File: src/rtl/sine_cmd_decoder.sv
// UART command decoder for the PWM sine generator: parses 3-byte CMD/D_HI/D_LO
// frames into freq/amplitude/enable registers and streams ACK/NAK/status replies.
module sine_cmd_decoder #(
  parameter logic [15:0] FREQ_DEFAULT = 16'h0100,
  parameter logic [7:0]  AMP_DEFAULT  = 8'hFF,
  parameter int          TIMEOUT_CYC  = 1_000_000
) (
  input  logic        clk,
  input  logic        rst_n,
  input  logic [7:0]  rx_data,
  input  logic        rx_valid,
  output logic [7:0]  tx_data,
  output logic        tx_valid,
  input  logic        tx_ready,
  output logic [15:0] freq_word,
  output logic [7:0]  amplitude,
  output logic        out_en,
  output logic        cfg_update,
  output logic        overrun
);
  localparam int CW = $clog2(TIMEOUT_CYC + 1);
  localparam logic [CW-1:0] TO_MAX = CW'(TIMEOUT_CYC);

  localparam logic [7:0] C_FREQ  = 8'h46;
  localparam logic [7:0] C_AMP   = 8'h41;
  localparam logic [7:0] C_EN    = 8'h45;
  localparam logic [7:0] C_QUERY = 8'h3F;
  localparam logic [7:0] R_ACK   = 8'h4B;
  localparam logic [7:0] R_NAK   = 8'h4E;

  typedef enum logic [2:0] {S_IDLE, S_GET_HI, S_GET_LO, S_EXEC, S_REPLY} state_t;

  state_t          r_state, w_next;
  logic [7:0]      r_cmd, r_dhi, r_dlo;
  logic [15:0]     r_freq;
  logic [7:0]      r_amp;
  logic            r_en;
  logic [CW-1:0]   r_cnt;
  logic [3:0][7:0] r_buf;
  logic [1:0]      r_idx, r_last;
  logic            w_in_get, w_timeout, w_cmd_wr, w_hs;

  always_ff @(posedge clk or negedge rst_n) begin
    if (!rst_n) r_state <= S_IDLE;
    else        r_state <= w_next;
  end

  always_comb begin
    w_next     = r_state;
    w_in_get   = (r_state == S_GET_HI) || (r_state == S_GET_LO);
    w_timeout  = w_in_get && !rx_valid && (r_cnt == TO_MAX);
    w_cmd_wr   = (r_cmd == C_FREQ) || (r_cmd == C_AMP) || (r_cmd == C_EN);
    w_hs       = (r_state == S_REPLY) && tx_ready;
    tx_valid   = (r_state == S_REPLY);
    tx_data    = (r_state == S_REPLY) ? r_buf[r_idx] : 8'h00;
    cfg_update = (r_state == S_EXEC) && w_cmd_wr;
    overrun    = rx_valid && ((r_state == S_EXEC) || (r_state == S_REPLY));
    case (r_state)
      S_IDLE:   if (rx_valid) w_next = S_GET_HI;
      S_GET_HI: if (rx_valid) w_next = S_GET_LO;
                else if (w_timeout) w_next = S_IDLE;
      S_GET_LO: if (rx_valid) w_next = S_EXEC;
                else if (w_timeout) w_next = S_IDLE;
      S_EXEC:   w_next = S_REPLY;
      S_REPLY:  if (w_hs && (r_idx == r_last)) w_next = S_IDLE;
      default:  w_next = S_IDLE;
    endcase
  end

  // A byte landing in the same cycle the count saturates wins over the timeout.
  always_ff @(posedge clk or negedge rst_n) begin
    if (!rst_n)                                     r_cnt <= '0;
    else if (w_in_get && !rx_valid && !w_timeout)   r_cnt <= r_cnt + 1'b1;
    else                                            r_cnt <= '0;
  end

  always_ff @(posedge clk or negedge rst_n) begin
    if (!rst_n) begin
      r_cmd <= '0;
      r_dhi <= '0;
      r_dlo <= '0;
    end else if (rx_valid) begin
      if (r_state == S_IDLE)   r_cmd <= rx_data;
      if (r_state == S_GET_HI) r_dhi <= rx_data;
      if (r_state == S_GET_LO) r_dlo <= rx_data;
    end
  end

  always_ff @(posedge clk or negedge rst_n) begin
    if (!rst_n) begin
      r_freq <= FREQ_DEFAULT;
      r_amp  <= AMP_DEFAULT;
      r_en   <= 1'b1;
    end else if (r_state == S_EXEC) begin
      case (r_cmd)
        C_FREQ:  r_freq <= {r_dhi, r_dlo};
        C_AMP:   r_amp  <= r_dlo;
        C_EN:    r_en   <= r_dlo[0];
        default: ;
      endcase
    end
  end

  // Reply buffer is sent from index 0 upward; status snapshots pre-EXEC values.
  always_ff @(posedge clk or negedge rst_n) begin
    if (!rst_n) begin
      r_buf  <= '0;
      r_idx  <= '0;
      r_last <= '0;
    end else if (r_state == S_EXEC) begin
      r_idx <= '0;
      if (w_cmd_wr) begin
        r_buf  <= {24'h0, R_ACK};
        r_last <= 2'd0;
      end else if (r_cmd == C_QUERY) begin
        r_buf  <= {{7'b0, r_en}, r_amp, r_freq[7:0], r_freq[15:8]};
        r_last <= 2'd3;
      end else begin
        r_buf  <= {24'h0, R_NAK};
        r_last <= 2'd0;
      end
    end else if (w_hs && (r_idx != r_last)) begin
      r_idx <= r_idx + 1'b1;
    end
  end

  assign freq_word = r_freq;
  assign amplitude = r_amp;
  assign out_en    = r_en;
endmodule

File: config.mk
export PLATFORM = sky130hd
export DESIGN_NAME = sine_cmd_decoder
export DESIGN_NICKNAME = d
export VERILOG_FILES = /design/src/rtl/sine_cmd_decoder.sv
export SDC_FILE = /design/constraint.sdc
export NUM_CORES = 1
export LEC_CHECK = 0
export ABC_AREA = 1
export BUFFER_PORTS_ARGS = -buffer_cell sky130_fd_sc_hd__buf_4
export CAP_MARGIN = 20
export CORE_ASPECT_RATIO = 1.75
export CORE_MARGIN = 3
export CORE_UTILIZATION = 30
export DETAILED_ROUTE_END_ITERATION = 12
export GPL_TIMING_DRIVEN = 1
export PLACE_DENSITY_LB_ADDON = 0.05
export SLEW_MARGIN = 10
export SYNTH_ARGS = -nofsm -noshare
export SYNTH_HDL_FRONTEND = slang
export SYNTH_SLANG_ARGS = --single-unit
export TNS_END_PERCENT = 30
File: constraint.sdc
create_clock -name clk -period 2.01 [get_ports clk]
set_input_delay 0.1005 -clock clk [delete_from_list [all_inputs] [get_ports clk]]
set_output_delay 0.1005 -clock clk [all_outputs]
set_load 0.05 [all_outputs]
==> results.toml, run 1 <==
[setup_path]
worst_path_dominant_cell_family = "simple AND/OR/NAND/NOR gates"
worstSetupPathType = "reg -> out"
crit_path_end_kind = "output port"
crit_fanout = 4
path_cells = "nor2_1 -> nand3_1 -> a21oi_1 -> buf_4"
start_kind = "register"
cp.buffers_inverters = 1
critPathArrivalTime_ns = 1.77
cp_slowest_cell = "dfrtp_1"
required_ns = 1.91
max_stage_delay_ns = 0.45

[synthesis]
synthCells = 559
yosys.area_share.simple = 0.237
ys_types = 37
synth_compound_gate_area_share = 0.125
yosys_warnings = 0
synth_nets = 573
yosys_register_bits = 100
muxShareOfSynthArea = 0
synthAdderAreaFrac = 0.00528
ys_seq_area_frac = 0.530
synthXorXnorAreaFrac = 0.0222
synth_top_family_by_area = "simple AND/OR/NAND/NOR gates"
syn_area_um2 = 4740
avgSynthCellArea_um2 = 8.49
yosys.area.top_type_share = 0.475
synth_area_leader_cell = "dfrtp_1"
synthTopCellsByArea = "dfrtp_1 47%, nand2_1 10%, o21ai_0 7.1%"

[cts]
cts_tree = "done"
clkTransAtPathRegs_ns = 0.07
cts-htree-levels = 3
cts.sinks = 100
clockBufferDepth = 2
cts_buffers = 9
clockRootBuffer = "clkbuf_16"
clk-insertion-delay-late_ns = 0.34

[sta]
max_clock_freq_mhz = 535
slew_violations = 0
finalCritPeriodShare = 0.930
grt_setup_unrepaired = "false"
min_period_ns = 1.87
hold_violations = 0
relSlewSlack = 0.677
totalNegativeSetupSlack_ns = 0
skew_ns = 0.00828
worst_pin_slew_ns = 0.484
setup_viol = 0

[layout]
nets = 633
layout-drive-gt1-share = 0.183
finalInstanceArea_um2 = 5690
fill_cells = 1642
layout_common_cells = "131 x nand2_1, 89 x dfrtp_1, 67 x o21ai_0, 67 x buf_4, 66 x nor2_1"
area_delta_synth_final_pct = 20.0
layout_commonest_cell = "nand2_1"
antenna_cells = 0

[pwr]
ir_drop_v = 0.000424
power.switching_fraction = 0.362
combinationalPowerShare = 0.275
p_sw_uw = 2290
power_frac_seq = 0.430
p_leak_uw = 0.00260
clock_power_share = 0.295
cellPowerDensity_nw_per_um2 = 1110
internal-power_uw = 4030

[floorplanning]
start_util = 0.307
ios = 48
chipWidth_um = 101
rows = 60
die_h_um = 172
core_area_um2 = 15500
die_area_um2 = 17400

[outcome]
status = "finished, final reports clean"

[hold_path]
hold_path.class = "in -> reg"

[detailed_routing]
drtAntennaViolNets = 0
route.detailed.drc = 0
drtIter0Drc = 107
post_drt_wl_per_cell_um = 16.9
dr.pass1.iters = 4
vias_per_cell = 4.75
wl_um = 13700
dr_total_vias = 3845

[grt]
grt_start_max_net_pins = 44
gr-total-overflow = 0
grt_pass1_vias = 4023
grt_most_used_layer = "met2"
grt_pass1_wl_um = 22000
antenna_found_initial = 0
grt_usage = 0.167
grtUsageMet2 = 0.324
met1_usage = 0.167
met3_usage = 0.0242

[place]
hpwl_um = 10800
gp_congestion = 0.950
placed_cell_area_um2 = 5330
io_buffers = 47

[run]
max_cap_viol_count = 0
## power groups by stage
stage	combinational [uW]	sequential [uW]	clock [uW]
after floorplan	1100	2770	0
after global placement	1710	2760	0
after detailed placement	1720	2770	0
after CTS	1730	2740	1930
after global routing	1970	2770	1990
final	1740	2720	1860
## metrics by stage
stage	total power, uW	hold slack, ns	cells	util	worst slack [ns]
6_report	6320	0.0803	810	0.368	0.141
5_1_grt	6730	0.0865	810	0.368	0.0181
4_1_cts	6390	0.0806	806	0.366	0.0594
3_5_place_dp	4490	0.0962	789	0.344	0.281
3_3_place_gp	4470	0.0973	789	0.344	0.265
2_1_floorplan	3870	-0.195	559	-	0.0943
## cell type report
cell class	count	area, um^2	area share
Sequential cell	100	2520	0.442
Multi-Input combinational cell	373	1850	0.326
Timing Repair Buffer	68	513	0.0901
Inverter	67	258	0.0453
Tap cell	186	233	0.0409
Clock buffer	10	229	0.0402
Clock inverter	6	88.8	0.0156
## worst paths after layout
check,from,to,cells past startpoint,slack (ns)
setup / recovery,r_cmd[1],cfg_update,4,0.14
hold reg to reg,r_buf[12],r_buf[12],2,0.48
max in group asynchronous,rst_n,freq_word[8],3,1.06
min in group asynchronous,rst_n,r_buf[13],2,0.25
hold / removal,rx_data[6],r_dhi[6],3,0.08
setup reg to reg,r_cnt[0],r_cnt[16],10,0.37
## logic make-up after synthesis
family / Yosys count
buf+inv: 86
xor+xnor: 12
fa+ha+maj: 2
simple gates: 251
compound gates: 108
flops: 100
## synth_stat cells
library cell,instances
inv_4,1
xor2_1,10
dfstp_2,10
nor4_1,1
clkinv_1,1
o21ai_2,1
a31oi_1,2
inv_1,62
nor3_2,1
dfrtp_1,90
o31ai_1,13
nor3_4,1
o21ai_0,67
a21oi_2,2
nand4_1,10
nor2_8,1
nand4_4,2
nor2_4,2
nand3_1,24
nand2_2,1
nand2_4,3
inv_2,3
buf_2,3
ha_1,2
clkbuf_1,8
a21oi_1,14
nand3b_1,1
buf_1,2
nand2_1,131
buf_6,5
o21ai_1,6
nor2_1,67
nor3_1,5
xnor2_1,2
nand3_2,1
buf_8,1
o211ai_1,3
## sequential cells by signal, summed over array words and instances (netlist names)
signal	flops
r_last	1
r_dlo	8
r_buf	25
out_en	1
amplitude	8
r_idx	2
r_cmd	8
r_state	3
r_cnt	20
r_dhi	8
freq_word	16
## what timing repair did
| item | 4_1_cts | 5_1_grt |
|---|---|---|
| endpoints found under the setup margin | 8 | 1 |
| buffers inserted | 0 | 4 |
| hold endpoints to repair | 29 | 0 |
| hold buffers | 1 | 0 |
| resized for setup | 2 | 1 |
## worst reg2reg max path: cells and delay by family (launching register included)
kind                     cells  cell delay [ns]
AND/OR/NAND/NOR              6             0.74
flip-flops                   1             0.39
buffers and inverters        3             0.25
adder cells (fa/ha/maj)      1             0.14
## per-layer routing
metal / vias to the layer above / part of all wire
met4: 0 / 0.046
met1: 1834 / 0.36
li1: 1917 / -
met2: 65 / 0.57
met3: 29 / 0.024
met5: - / 0
No activity file was read; power rests on OpenSTA's default activity.
==> run 2: changes to the inputs <==
--- a/config.mk
+++ b/config.mk
@@ -13,6 +13,7 @@
 export CORE_UTILIZATION = 30
 export DETAILED_ROUTE_END_ITERATION = 12
 export GPL_TIMING_DRIVEN = 1
+export HOLD_SLACK_MARGIN = 0.1
 export PLACE_DENSITY_LB_ADDON = 0.05
 export SLEW_MARGIN = 10
 export SYNTH_ARGS = -nofsm -noshare
==> run 2 against run 1 <==
Net effect:
- hold slack gained 0.029 ns
- non-clock buffer count grew 5
- worst setup slack gained 0.0033 ns
- core utilization grew 0.32 points
- critical endpoint unchanged
- sequential share of layout area shrank 0.39 points
- sequential cell count is the same
- clock power is essentially flat
- register-to-register slack is essentially flat
==> results.toml, run 2 (synthesis results as in run 1) <==
[outcome]
status = "finished, final reports clean"

[layout]
largest_reg_flops = 25
fin_util = 0.371
antenna_cells = 0
layout_commonest_cell = "nand2_1"
layout_common_cells = "131 x nand2_1, 89 x dfrtp_1, 67 x o21ai_0, 67 x buf_4, 66 x nor2_1"
area_delta_synth_final_pct = 21.0
nets = 638
layout-drive-gt1-share = 0.181
largest-register = "r_buf"

[sta]
worst_pin_slew_ns = 0.484
slew_violations = 0
min_period_ns = 1.87
max_clock_freq_mhz = 536
setup_viol = 0
finalCritPeriodShare = 0.928
skew_ns = 0.00895
totalNegativeSetupSlack_ns = 0
hold_violations = 0
grt_setup_unrepaired = "false"
relSlewSlack = 0.677

[floorplanning]
die_area_um2 = 17400
die_h_um = 172
chipWidth_um = 101
start_util = 0.307
ios = 48
core_area_um2 = 15500
rows = 60

[detailed_routing]
drtAntennaViolNets = 0
wl_um = 13800
dr_total_vias = 3850
dr_wl_met3_um = 334
maxUsedRoutingLayer = "met4"
dr.pass1.iters = 4
route.detailed.drc = 0
drtIter0Drc = 102
met1_length_um = 4930
post_drt_wl_per_cell_um = 16.9
routed-wl-met2_um = 7860
vias_per_cell = 4.72

[setup_path]
start_kind = "register"
critPathArrivalTime_ns = 1.77
worstSetupPathType = "reg -> out"
crit_fanout = 4
crit_path_end_kind = "output port"
reg2reg_setup_slack_ns = 0.37
required_ns = 1.91

[cts]
clockBufferDepth = 2
clk-insertion-delay-late_ns = 0.34
clkTransAtPathRegs_ns = 0.07
clockRootBuffer = "clkbuf_16"
cts.sinks = 100
cts_buffers = 9
cts_tree = "done"
cts-htree-levels = 3

[pwr]
ir_drop_v = 0.000424
cellPowerDensity_nw_per_um2 = 1100
p_leak_uw = 0.00262

[grt]
grt_start_max_net_pins = 44
grt_pass1_vias = 4036
antenna_found_initial = 0
grt_pass1_wl_um = 22100
grt_usage = 0.168
gr-total-overflow = 0

[place]
io_buffers = 47
gp_congestion = 0.950
hpwl_um = 10800

[hold_path]
hold_path.class = "in -> reg"

[run]
max_cap_viol_count = 0
-- run 2: area by class of cell --
class	count	area, um^2
Inverter	67	258
Multi-Input combinational cell	373	1850
Tap cell	186	233
Clock inverter	6	88.8
Timing Repair Buffer	73	563
Fill cell	1636	9720
Clock buffer	10	229
Sequential cell	100	2520
-- run 2: what timing repair did --
action                                 CTS  global route
buffers inserted                         0             4
gates resized for setup                  2             1
hold buffers                             6             0
endpoints found under the hold margin   38             0
setup endpoints to repair                8             1
-- run 2: metrics by stage --
stage	cells	cell area (um^2)	setup slack, ns	total power, uW	hold slack [ns]
4_1_cts	811	5710	0.0594	6400	0.109
3_3_place_gp	789	5330	0.265	4470	0.0973
3_5_place_dp	789	5330	0.281	4490	0.0962
6_report	815	5740	0.144	6320	0.110
2_1_floorplan	559	4740	0.0943	3870	-0.195
5_1_grt	815	5740	0.0181	6740	0.114
-- run 2: worst max-delay path: stages, from the launching register on --
cell and delay, ns:
dfrtp_1 0.45, nor2_1 0.29, nand3_1 0.21, a21oi_1 0.24
buf_4 0.23
-- run 2: worst paths after layout --
path	start	cells after the start	endpoint
max in group asynchronous	rst_n	3	freq_word[8]
setup reg to reg	r_cmd[5]	8	freq_word[2]
setup / recovery	r_cmd[1]	4	cfg_update
min in group asynchronous	rst_n	2	r_buf[13]
hold / removal	rx_data[2]	3	r_dlo[2]
hold reg to reg	r_buf[12]	2	r_buf[12]
-- run 2: layer usage --
layer / up-vias / global-route usage
met2: 62 / 0.325
met4: 0 / 0.0880
li1: 1928 / -
met3: 29 / 0.0242
met5: - / 0
met1: 1831 / 0.168
-- run 2: power breakdown --
part           total (uW)  leakage (uW)  internal (uW)  switching [uW]
clock network        1860      0.000149           1090             770
registers            2720       0.00131           2390             330
logic                1740       0.00116            557            1190
==> run 3: changes to the inputs <==
--- a/config.mk
+++ b/config.mk
@@ -6,12 +6,12 @@
 export NUM_CORES = 1
 export LEC_CHECK = 0
 export ABC_AREA = 1
-export BUFFER_PORTS_ARGS = -buffer_cell sky130_fd_sc_hd__buf_4
 export CAP_MARGIN = 20
 export CORE_ASPECT_RATIO = 1.75
 export CORE_MARGIN = 3
 export CORE_UTILIZATION = 30
 export DETAILED_ROUTE_END_ITERATION = 12
+export DONT_BUFFER_PORTS = 1
 export GPL_TIMING_DRIVEN = 1
 export HOLD_SLACK_MARGIN = 0.1
 export PLACE_DENSITY_LB_ADDON = 0.05
==> run 3 against run 2 <==
Net effect:
- the run now ends with hold timing left
- critical path type unchanged
- largest power group unchanged
- total power shrank 3.8%
- sequential share of layout area increased by 2.6 points
- largest cell class unchanged
- combinational power shrank 17%
==> results.toml, run 3 (synthesis results as in run 1) <==
[outcome]
status = "complete, but fails checks"
violations = "hold timing"

[pwr]
p_leak_uw = 0.00240
cellPowerDensity_nw_per_um2 = 1120
ir_drop_v = 0.000369
finalPower_uw = 6080

[floorplanning]
start_util = 0.307
ios = 48
die_area_um2 = 17400
rows = 60
core_area_um2 = 15500
die_h_um = 172
chipWidth_um = 101

[run]
max_cap_viol_count = 0

[layout]
area_delta_synth_final_pct = 14.3
antenna_cells = 0
largest_reg_flops = 25
layout_common_cells = "131 x nand2_1, 89 x dfrtp_1, 67 x o21ai_0"
layout_commonest_cell = "nand2_1"
fin_util = 0.351
largest-register = "r_buf"
layout-drive-gt1-share = 0.116
nets = 597

[setup_path]
r2r_cells = 8
max_stage_delay_ns = 0.44
r2r-end = "r_cnt[14]"
r2r-start = "r_cnt[0]"
crit_fanout = 4
worst_path_dominant_cell_family = "simple AND/OR/NAND/NOR gates"
path_cells = "nor2_1 -> nand3_1 -> a21oi_1 -> buf_4"
start_kind = "register"
cp_slowest_cell = "dfrtp_1"
critPathArrivalTime_ns = 1.79
cp.buffers_inverters = 1
reg2reg_setup_slack_ns = 0.41
crit_path_end_kind = "output port"
worstSetupPathType = "reg -> out"
required_ns = 1.91

[detailed_routing]
post_drt_wl_per_cell_um = 17.4
dr.pass1.iters = 4
wl_um = 13500
drtAntennaViolNets = 0
drtIter0Drc = 131
vias_per_cell = 4.80
dr_total_vias = 3715
route.detailed.drc = 0

[place]
io_buffers = 0
gp_congestion = 0.896
hpwl_um = 10300

[grt]
grt_start_max_net_pins = 101
grt_usage = 0.160
antenna_found_initial = 0
grt_pass1_wl_um = 20700
grt_pass1_vias = 3659
gr-total-overflow = 0

[sta]
totalNegativeSetupSlack_ns = 0
min_period_ns = 1.90
finalCritPeriodShare = 0.943
worst_hold_slack_ns = -0.555
setup_viol = 0
hold_violations = 100
worst_pin_slew_ns = 0.533
slew_violations = 0
max_clock_freq_mhz = 528
relSlewSlack = 0.645
skew_ns = 0.00851
grt_setup_unrepaired = "false"

[cts]
hold_buffers = 10
cts.sinks = 100
cts_buffers = 9
clk-insertion-delay-late_ns = 0.34
cts_tree = "done"
clockRootBuffer = "clkbuf_16"
clockBufferDepth = 2
cts-htree-levels = 3
clkTransAtPathRegs_ns = 0.07

[hold_path]
hold_path.class = "in -> async"
run 3: cell types whose count changed in the layout (fill, tap and decap cells not counted), sizes merged:
cell / delta
clkbuf: +1
buf: -45
clkinvlp: -2
bufinv: -1
inv: +2
dlygate4sd3: +4
run 3: layer usage:
| metal | part of all wire | global-route usage | routed length (um) |
|---|---|---|---|
| met1 | 0.37 | 0.161 | 4950 |
| met2 | 0.56 | 0.306 | 7500 |
| met3 | 0.025 | 0.0222 | 332 |
| met4 | 0.052 | 0.0949 | 697 |
| met5 | 0 | 0 | 0 |
run 3: worst max path at each step:
stage                  start         end  slack, ns  depth (start not counted)
finish              r_cmd[1]  cfg_update       0.11                          4
global route        r_cmd[0]  cfg_update       0.04                          5
CTS                 r_cmd[1]  cfg_update       0.08                          4
detailed placement  r_idx[0]  tx_data[0]       0.35                          4
global placement    r_idx[0]  tx_data[0]       0.36                          4
floorplan           r_idx[0]  tx_data[0]       0.09                          4
run 3: area by class of cell:
cell class | instances | area [um^2]
timing repair buffer | 32 | 265
clock buffer | 11 | 243
sequential | 100 | 2520
tap | 186 | 233
fill | 1666 | 10000
inverter | 67 | 254
clock inverter | 5 | 60.1
multi-input combinational | 373 | 1850
run 3: power breakdown:
part	internal [uW]	switching [uW]	leakage, uW
Sequential	2390	465	0.00131
Clock	1010	778	0.000146
Combinational	464	979	0.000946
Total	3860	2220	0.00240
run 3: per-stage QoR:
stage | cell area (um^2) | setup WS (ns) | std cells
floorplan | 4740 | 0.0943 | 559
global placement | 5020 | 0.364 | 748
detailed placement | 5020 | 0.350 | 748
CTS | 5420 | 0.0810 | 774
global route | 5420 | 0.0436 | 774
finish | 5420 | 0.115 | 774
run 3: what timing repair did:
item                                    CTS  global route
cloned                                    0             0
pin swaps                                 0             0
gates resized for setup                   1             1
hold endpoints to repair                128           100
buffers inserted                          0             0
endpoints found under the setup margin    3             3
